[config.mk]
export PLATFORM = sky130hd
export DESIGN_NAME = fetch_unit
export DESIGN_NICKNAME = d
export VERILOG_FILES = /design/src/rtl/riscv_pkg.sv /design/src/rtl/if_id_reg.sv /design/src/rtl/fetch_unit.sv
export SDC_FILE = /design/constraint.sdc
export NUM_CORES = 1
export LEC_CHECK = 0
export BUFFER_PORTS_ARGS = -buffer_cell sky130_fd_sc_hd__clkbuf_2
export CAP_MARGIN = 10
export CORE_MARGIN = 2
export CORE_UTILIZATION = 33
export CTS_CLUSTER_SIZE = 24
export DETAILED_ROUTE_END_ITERATION = 12
export PLACE_DENSITY = 0.58
export SLEW_MARGIN = 20
export SYNTH_ARGS = -nofsm -noshare
export SYNTH_HDL_FRONTEND = slang
export SYNTH_SLANG_ARGS = --single-unit
[constraint.sdc]
create_clock -name clk -period 5.4 [get_ports clk]
set_input_delay 1.08 -clock clk [delete_from_list [all_inputs] [get_ports clk]]
set_output_delay 1.08 -clock clk [all_outputs]
set_load 0.02 [all_outputs]
[src/rtl/riscv_pkg.sv]
// Shared RV32I core definitions used by the fetch stage and the IF/ID register.
package riscv_pkg;

    localparam int unsigned XLEN             = 32;
    localparam logic [31:0] RESET_PC_DEFAULT = 32'h0000_0000;
    localparam logic [31:0] BUBBLE_INSTR     = 32'h0000_0000;

    typedef enum logic [1:0] {
        FETCH_REQ  = 2'd0,
        FETCH_WAIT = 2'd1,
        FETCH_HOLD = 2'd2
    } fetch_state_e;

endpackage

[src/rtl/if_id_reg.sv]
// IF/ID pipeline register: flush beats load, load beats stall, idle inserts a bubble.
module if_id_reg #(
    parameter int unsigned XLEN = riscv_pkg::XLEN
) (
    input  logic            clk,
    input  logic            rst,
    input  logic            load_i,
    input  logic            stall_i,
    input  logic            flush_i,
    input  logic [XLEN-1:0] instr_i,
    input  logic [XLEN-1:0] pc_i,
    output logic [XLEN-1:0] instr_o,
    output logic [XLEN-1:0] pc_o,
    output logic [XLEN-1:0] pc_plus4_o,
    output logic            valid_o
);
    import riscv_pkg::*;

    logic [XLEN-1:0] instr_q;
    logic [XLEN-1:0] pc_q;
    logic [XLEN-1:0] pc_plus4_q;
    logic            valid_q;

    always_ff @(posedge clk) begin
        if (rst || flush_i) begin
            instr_q    <= XLEN'(BUBBLE_INSTR);
            pc_q       <= '0;
            pc_plus4_q <= '0;
            valid_q    <= 1'b0;
        end else if (load_i) begin
            instr_q    <= instr_i;
            pc_q       <= pc_i;
            pc_plus4_q <= pc_i + XLEN'(4);
            valid_q    <= 1'b1;
        end else if (!stall_i) begin
            // PC fields keep their last value; only the word and valid bit bubble.
            instr_q <= XLEN'(BUBBLE_INSTR);
            valid_q <= 1'b0;
        end
    end

    assign instr_o    = instr_q;
    assign pc_o       = pc_q;
    assign pc_plus4_o = pc_plus4_q;
    assign valid_o    = valid_q;

endmodule

[src/rtl/fetch_unit.sv]
// RV32I instruction-fetch stage: PC, single-outstanding imem handshake, hold buffer
// for stalled responses, kill tracking for redirected in-flight requests.
module fetch_unit #(
    parameter int unsigned XLEN     = riscv_pkg::XLEN,
    parameter logic [XLEN-1:0] RESET_PC = XLEN'(riscv_pkg::RESET_PC_DEFAULT)
) (
    input  logic            clk,
    input  logic            rst,
    input  logic            StallD,
    input  logic            FlushD,
    input  logic            PCSrcE,
    input  logic [XLEN-1:0] PCTargetE,
    output logic            imem_req,
    output logic [XLEN-1:0] imem_addr,
    input  logic            imem_gnt,
    input  logic            imem_rvalid,
    input  logic [XLEN-1:0] imem_rdata,
    output logic [XLEN-1:0] InstrD,
    output logic [XLEN-1:0] PCD,
    output logic [XLEN-1:0] PCPlus4D,
    output logic            ValidD,
    output logic            FetchBusyF
);
    import riscv_pkg::*;

    fetch_state_e    state_q, state_d;
    logic [XLEN-1:0] pcf_q, pcf_d;
    logic            kill_q, kill_d;
    logic [XLEN-1:0] hold_instr_q, hold_instr_d;
    logic [XLEN-1:0] hold_pc_q, hold_pc_d;

    logic            load_c;
    logic [XLEN-1:0] load_instr_c;
    logic [XLEN-1:0] load_pc_c;
    logic [XLEN-1:0] redirect_pc_c;
    logic [XLEN-1:0] pcf_plus4_c;
    logic            unused_target_lsb_c;

    assign redirect_pc_c       = {PCTargetE[XLEN-1:2], 2'b00};
    assign pcf_plus4_c         = pcf_q + XLEN'(4);
    assign unused_target_lsb_c = ^PCTargetE[1:0];

    always_ff @(posedge clk) begin
        if (rst) begin
            state_q      <= FETCH_REQ;
            pcf_q        <= RESET_PC;
            kill_q       <= 1'b0;
            hold_instr_q <= '0;
            hold_pc_q    <= '0;
        end else begin
            state_q      <= state_d;
            pcf_q        <= pcf_d;
            kill_q       <= kill_d;
            hold_instr_q <= hold_instr_d;
            hold_pc_q    <= hold_pc_d;
        end
    end

    // Next-state, PC update and IF/ID load decision; redirect overrides everything.
    always_comb begin
        state_d      = state_q;
        pcf_d        = pcf_q;
        kill_d       = kill_q;
        hold_instr_d = hold_instr_q;
        hold_pc_d    = hold_pc_q;
        load_c       = 1'b0;
        load_instr_c = imem_rdata;
        load_pc_c    = pcf_q;

        unique case (state_q)
            FETCH_REQ: begin
                if (imem_gnt) begin
                    state_d = FETCH_WAIT;
                    kill_d  = PCSrcE;
                end
            end
            FETCH_WAIT: begin
                if (imem_rvalid) begin
                    if (kill_q || PCSrcE) begin
                        kill_d  = 1'b0;
                        state_d = FETCH_REQ;
                    end else if (!StallD && !FlushD) begin
                        load_c  = 1'b1;
                        pcf_d   = pcf_plus4_c;
                        state_d = FETCH_REQ;
                    end else begin
                        // Decode busy or flushing: park the word until it can be taken.
                        hold_instr_d = imem_rdata;
                        hold_pc_d    = pcf_q;
                        state_d      = FETCH_HOLD;
                    end
                end else if (PCSrcE) begin
                    kill_d = 1'b1;
                end
            end
            FETCH_HOLD: begin
                if (PCSrcE) begin
                    state_d = FETCH_REQ;
                end else if (!StallD && !FlushD) begin
                    load_c       = 1'b1;
                    load_instr_c = hold_instr_q;
                    load_pc_c    = hold_pc_q;
                    pcf_d        = pcf_plus4_c;
                    state_d      = FETCH_REQ;
                end
            end
            default: begin
                state_d = FETCH_REQ;
            end
        endcase

        if (PCSrcE) begin
            pcf_d  = redirect_pc_c;
            load_c = 1'b0;
        end
    end

    assign imem_req   = (state_q == FETCH_REQ) && !rst;
    assign imem_addr  = pcf_q;
    assign FetchBusyF = (state_q == FETCH_WAIT);

    if_id_reg #(
        .XLEN (XLEN)
    ) u_if_id (
        .clk        (clk),
        .rst        (rst),
        .load_i     (load_c),
        .stall_i    (StallD),
        .flush_i    (FlushD),
        .instr_i    (load_instr_c),
        .pc_i       (load_pc_c),
        .instr_o    (InstrD),
        .pc_o       (PCD),
        .pc_plus4_o (PCPlus4D),
        .valid_o    (ValidD)
    );

endmodule

Yosys cells after proc, flatten, opt, wreduce, memory -nomap -nowiden --
Cells that the tools add are included. Widths: inputs -> output; s select.
Operators by class: reductions and logical operators 17, bitwise logic cells 1, add/subtract/negate cells 2, equality and inequality tests 10, mux-type cells 32
Operator list (number):
- $mux 32 | 12
- $add 32x3->32 const B | 2
- $pmux 32 s2 | 1
- $mux 2 | 6
- $reduce_and 3->1 | 4
- $mux 1 | 10
- $ne 3x3->1 const B | 3
- $ne 2x2->1 const B | 3
- $pmux 2 s3 | 1
- $pmux 1 s2 | 2
- $reduce_and 4->1 | 1
- $reduce_bool 2->1 | 2
- $logic_not 1->1 | 3
- $ne 3x2->1 const B | 1
- $reduce_bool 3->1 | 1
- $eq 2x1->1 const B | 1
- $eq 2x2->1 const B | 1
- $logic_and 1x1->1 | 2
- $logic_not 2->1 | 1
- $logic_or 1x1->1 | 2
- $ne 2x1->1 const B | 1
- $reduce_or 2->1 | 1
- $not 1->1 | 1
Storage, ports and cells: bits of input ports 71, output and inout bits 131, word-level logic and storage cells 72, register bits after elaboration 196

Logic depth before layout (Yosys ltp) --
depth in word-level cells 8, gate-level depth with buffers 17, mapped depth without buffers 11

Cells and area by module --
A second synthesis with hierarchy kept.
Second synthesis, totals: cells, all modules 1136, area total of the unflattened synthesis 9211.3 um2
Modules (own cells, without submodules):
- fetch_unit | times used 1, cells an instance 674, seq. area each 1941.9 um2, area an instance 5290.1 um2
- if_id_reg | times used 1, cells an instance 462, seq. area each 1901.8 um2, area an instance 3921.3 um2

Worst setup path before layout --
Ideal clock, no wire load.
path type input to register, start in StallD, end reg u_if_id.pc_plus4_q[30] (netlist: u_if_id.pc_plus4_o[30]), path slack 863 ps, arrival time 4420 ps, stages on the path 13, buffers on the path 4, setup time 117 ps, cell sequence buf_4 -> nor4b_2 -> clkbuf_1 -> buf_2 -> buf_1 -> nand2_1 -> nand2_1 -> ha_1 -> nand3_1 -> nor4_1 -> o22ai_1 -> or4_1 -> a32o_1
RTL lines:
- from (decl) | line fetch_unit.sv:9 | input logic StallD,
- $logic_not 1->1
- $logic_and 1x1->1 | line fetch_unit.sv:99 | end else if (!StallD && !FlushD) begin
- $mux 32
- $mux 32 | line fetch_unit.sv:97 | if (PCSrcE) begin
- $mux 32 | line fetch_unit.sv:70 | unique case (state_q)
- via load_pc_c[3] | line fetch_unit.sv:34 | logic [XLEN-1:0] load_pc_c;
- $add 32x3->32 | line if_id_reg.sv:33 | pc_plus4_q <= pc_i + XLEN'(4);
- to (signal assigned) | line if_id_reg.sv:33
- to (decl) | line if_id_reg.sv:21 | logic [XLEN-1:0] pc_plus4_q;
The timed path passes the listed nets, and every way through them passes these cells. A chain may end at the register's enable or synchronous reset.

Worst setup path after layout --
start in PCSrcE, end reg u_if_id.pc_plus4_q[30] (netlist: u_if_id.pc_plus4_o[30])
RTL lines:
- from (decl) | line fetch_unit.sv:11 | input logic PCSrcE,
- $mux 32 | line fetch_unit.sv:97
- $mux 32 | line fetch_unit.sv:70
- via load_pc_c[2] | line fetch_unit.sv:34
- $add 32x3->32 | line if_id_reg.sv:33
The timed path passes the listed nets, and every way through them passes these cells.

==> results.toml <==
[timing]
fin_crit_sh_pct = 72.0
tns_ns = 0
rsz0062_at_grt = "false"
relSlewSlack_pct = 29.4
setup_viol = 0
clock_skew_ns = 0.0137
drv_slew = 0
min_period_ns = 3.89
tightestPinTransition_ns = 1.06
hold_viol = 0
fmax_mhz = 257
finalWorstSetupSlack_ns = 1.51

[detailed_routing]
drt-initial-drc-count = 616
ant_nets = 0
routed.top_layer = "met4"
viasPerCell = 5.26
drt-met1-wl_um = 14500
wl_per_cell_um = 17.3
first_pass_iters = 5
routed-wl-met2_um = 12100
num_vias = 8796
drc = 0
wl_um = 28900
route.met3.wl_um = 1900

[setup_path]
worstPathCellList = "clkbuf_2 > or4b_4 > mux2_2 > ha_1 > nand3_1 > nor4_1 > o22ai_1 > buf_4 > or4_1 > a32o_1"
reg2reg_from = "state_q[0]"
startpoint = "PCSrcE"
critPathMaxStageDelay_ns = 0.60
worst-r2r-cell-count = 11
crit_fanout = 11
critical_path_class = "primary input to flip-flop"
crit_path_start_kind = "primary input"
crit_buf_inv = 2
cp_data_arrival_time_ns = 4.22
cp.required_ns = 5.73
crit_path_end = "u_if_id.pc_plus4_o[30]"
timing.reg2reg.setup_slack_ns = 1.79
r2r_end = "u_if_id.pc_plus4_o[30]"
cp.depth = 10
crit_slowest_cell = "or4b_4"
endpoint_kind = "flip-flop"
crit_family = "simple AND/OR/NAND/NOR gates"

[grt]
grt_util_all_layers_pct = 19.7
grt_first_pass_wirelength_um = 45300
grt_max_degree = 86
grt_pass1_vias = 7975
grt_overflow = 0
antenna_found_initial = 0

[power_and_ir_drop]
p_per_area_nw_per_um2 = 275
irDropWorstVdd_mv = 0.154
power_leakage_nw = 4.11

[job]
drv_cap = 0

[clocking]
post_cts_resized = 0
cts_buffers = 17
clockBufferDepth = 2
cts_setup_buffers = 0
cts_tree = "built"
hold_buffers = 0
htreeDepth = 4
clkLatencyLatePin_ns = 0.43
root_buffer = "clkbuf_16"
clkSinkCount = 192
clkTransAtPathRegs_ns = 0.08

[synthesis]
synthTopCellsByArea = "dfxtp_1, nand2_1, a21oi_1"
synth.most_common_cell = "nand2_1"
ys_seq_area_share_pct = 42.3
yosysTopAreaCell = "dfxtp_1"
synth_area_per_cell_um2 = 7.66
async_flop_share_pct = 0
ys_seq_elements = 192
synthCells = 1186
ys.warnings.count = 0
synth-edff-count = 0
ys_top_cells_by_count = "nand2_1, dfxtp_1, a21oi_1"
netlist_area_um2 = 9080
netlist.area_leader.share_pct = 42.3
synthDistinctLibCells = 61
synth-main-ff-cell = "dfxtp_1"

[min_path]
hold_class = "flip-flop to flip-flop"

[finish]
stdcell_area_um2 = 10800
drive_above_1_share_pct = 19.7
fin_nets = 1394
area_growth_pct = 18.5
fin_cells = 1673
fin_util_pct = 39.8
nFillCells = 2856

[floorplanning]
dieArea_um2 = 28900
die_h_um = 170
start_util_pct = 33.6
core-area_um2 = 27000
die_x_um = 170
io_pins = 202
std_cell_rows = 60

[placement]
dp_hpwl_um = 20100
io_buffers = 197
dpl_cell_area_um2 = 10200
place_ws_ns = 1.07
gp_congestion = 0.822
placedCellCount = 1640

[status]
status = "finished clean"
flip-flops by register name, summed over array words and instances, names as in the netlist:
| signal | flops |
|---|---|
| u_if_id.valid_o | 1 |
| state_q | 2 |
| imem_addr | 30 |
| u_if_id.pc_o | 30 |
| u_if_id.instr_o | 32 |
| u_if_id.pc_plus4_o | 32 |
| kill_q | 1 |
| hold_instr_q | 32 |
| hold_pc_q | 32 |
tightest hold or removal path, delay by kind of cell (launching register included):
| family | cells | cell delay [ns] |
|---|---|---|
| simple gates | 1 | 0.05 |
| flops | 1 | 0.31 |
| compound gates | 1 | 0.05 |
power breakdown:
group	internal (mW)	switching [mW]
clock	0.621	0.614
sequential	1.44	0.0465
combinational	0.0789	0.158
total	2.14	0.818
area by class of cell:
| type | count | area [um^2] | share of cell area [%] |
|---|---|---|---|
| multi-input combinational | 888 | 4800 | 44.6 |
| antenna | 1 | 2.50 | 0.0232 |
| clock buffer | 19 | 443 | 4.11 |
| inverter | 8 | 30.0 | 0.279 |
| clock inverter | 13 | 123 | 1.14 |
| sequential | 192 | 3840 | 35.7 |
| tap | 341 | 427 | 3.96 |
| timing repair buffer | 211 | 1090 | 10.2 |
layout by cell type (no fill, tap or decap), types with 20 or more instances in the layout:
master,n
dfxtp_1,192
o21ai_0,25
a21oi_1,147
clkbuf_2,196
nor3_1,26
xnor2_1,20
nand2_1,255
nand3_1,55
nor2_1,121
a211oi_1,35
how the worst min path moves through the flow:
stage	from	to	cells after the start
finish	u_if_id.pc_plus4_o[4]	u_if_id.pc_plus4_o[4]	2
detailed placement	hold_instr_q[21]	hold_instr_q[21]	2
CTS	u_if_id.pc_plus4_o[8]	u_if_id.pc_plus4_o[8]	2
global route	hold_instr_q[16]	hold_instr_q[16]	2
floorplan	hold_pc_q[31]	hold_pc_q[31]	2
global placement	hold_pc_q[31]	hold_pc_q[31]	2
layer usage:
metal	GRT usage [%]	up-vias
met2	28.3	296
met3	4.37	22
li1	-	4420
met4	4.53	0
met5	0	-
met1	29.6	4058
cell families (layout without fill, tap and decap cells):
logic type / Yosys count / count (layout) / synth area share [%]
AOI/OAI and AO/OA: 275 / 275 / 18.6
other: 1 / 3 / 0.0413
DFF: 192 / 192 / 42.3
xor gates and xnor gates: 33 / 33 / 3.18
adders and majority gates: 5 / 5 / 0.689
muxes: 24 / 24 / 2.71
buffers and inverters: 107 / 251 / 5.12
and+or+nand+nor: 549 / 549 / 27.3
metrics by stage:
step / power, mW / hold WS [ns]
floorplan: 1.66 / 0.433
global placement: 1.75 / 0.440
detailed placement: 1.76 / 0.447
CTS: 2.99 / 0.457
global route: 3.07 / 0.478
finish: 2.96 / 0.453
Note: power is estimated with default switching activity, not from simulation.
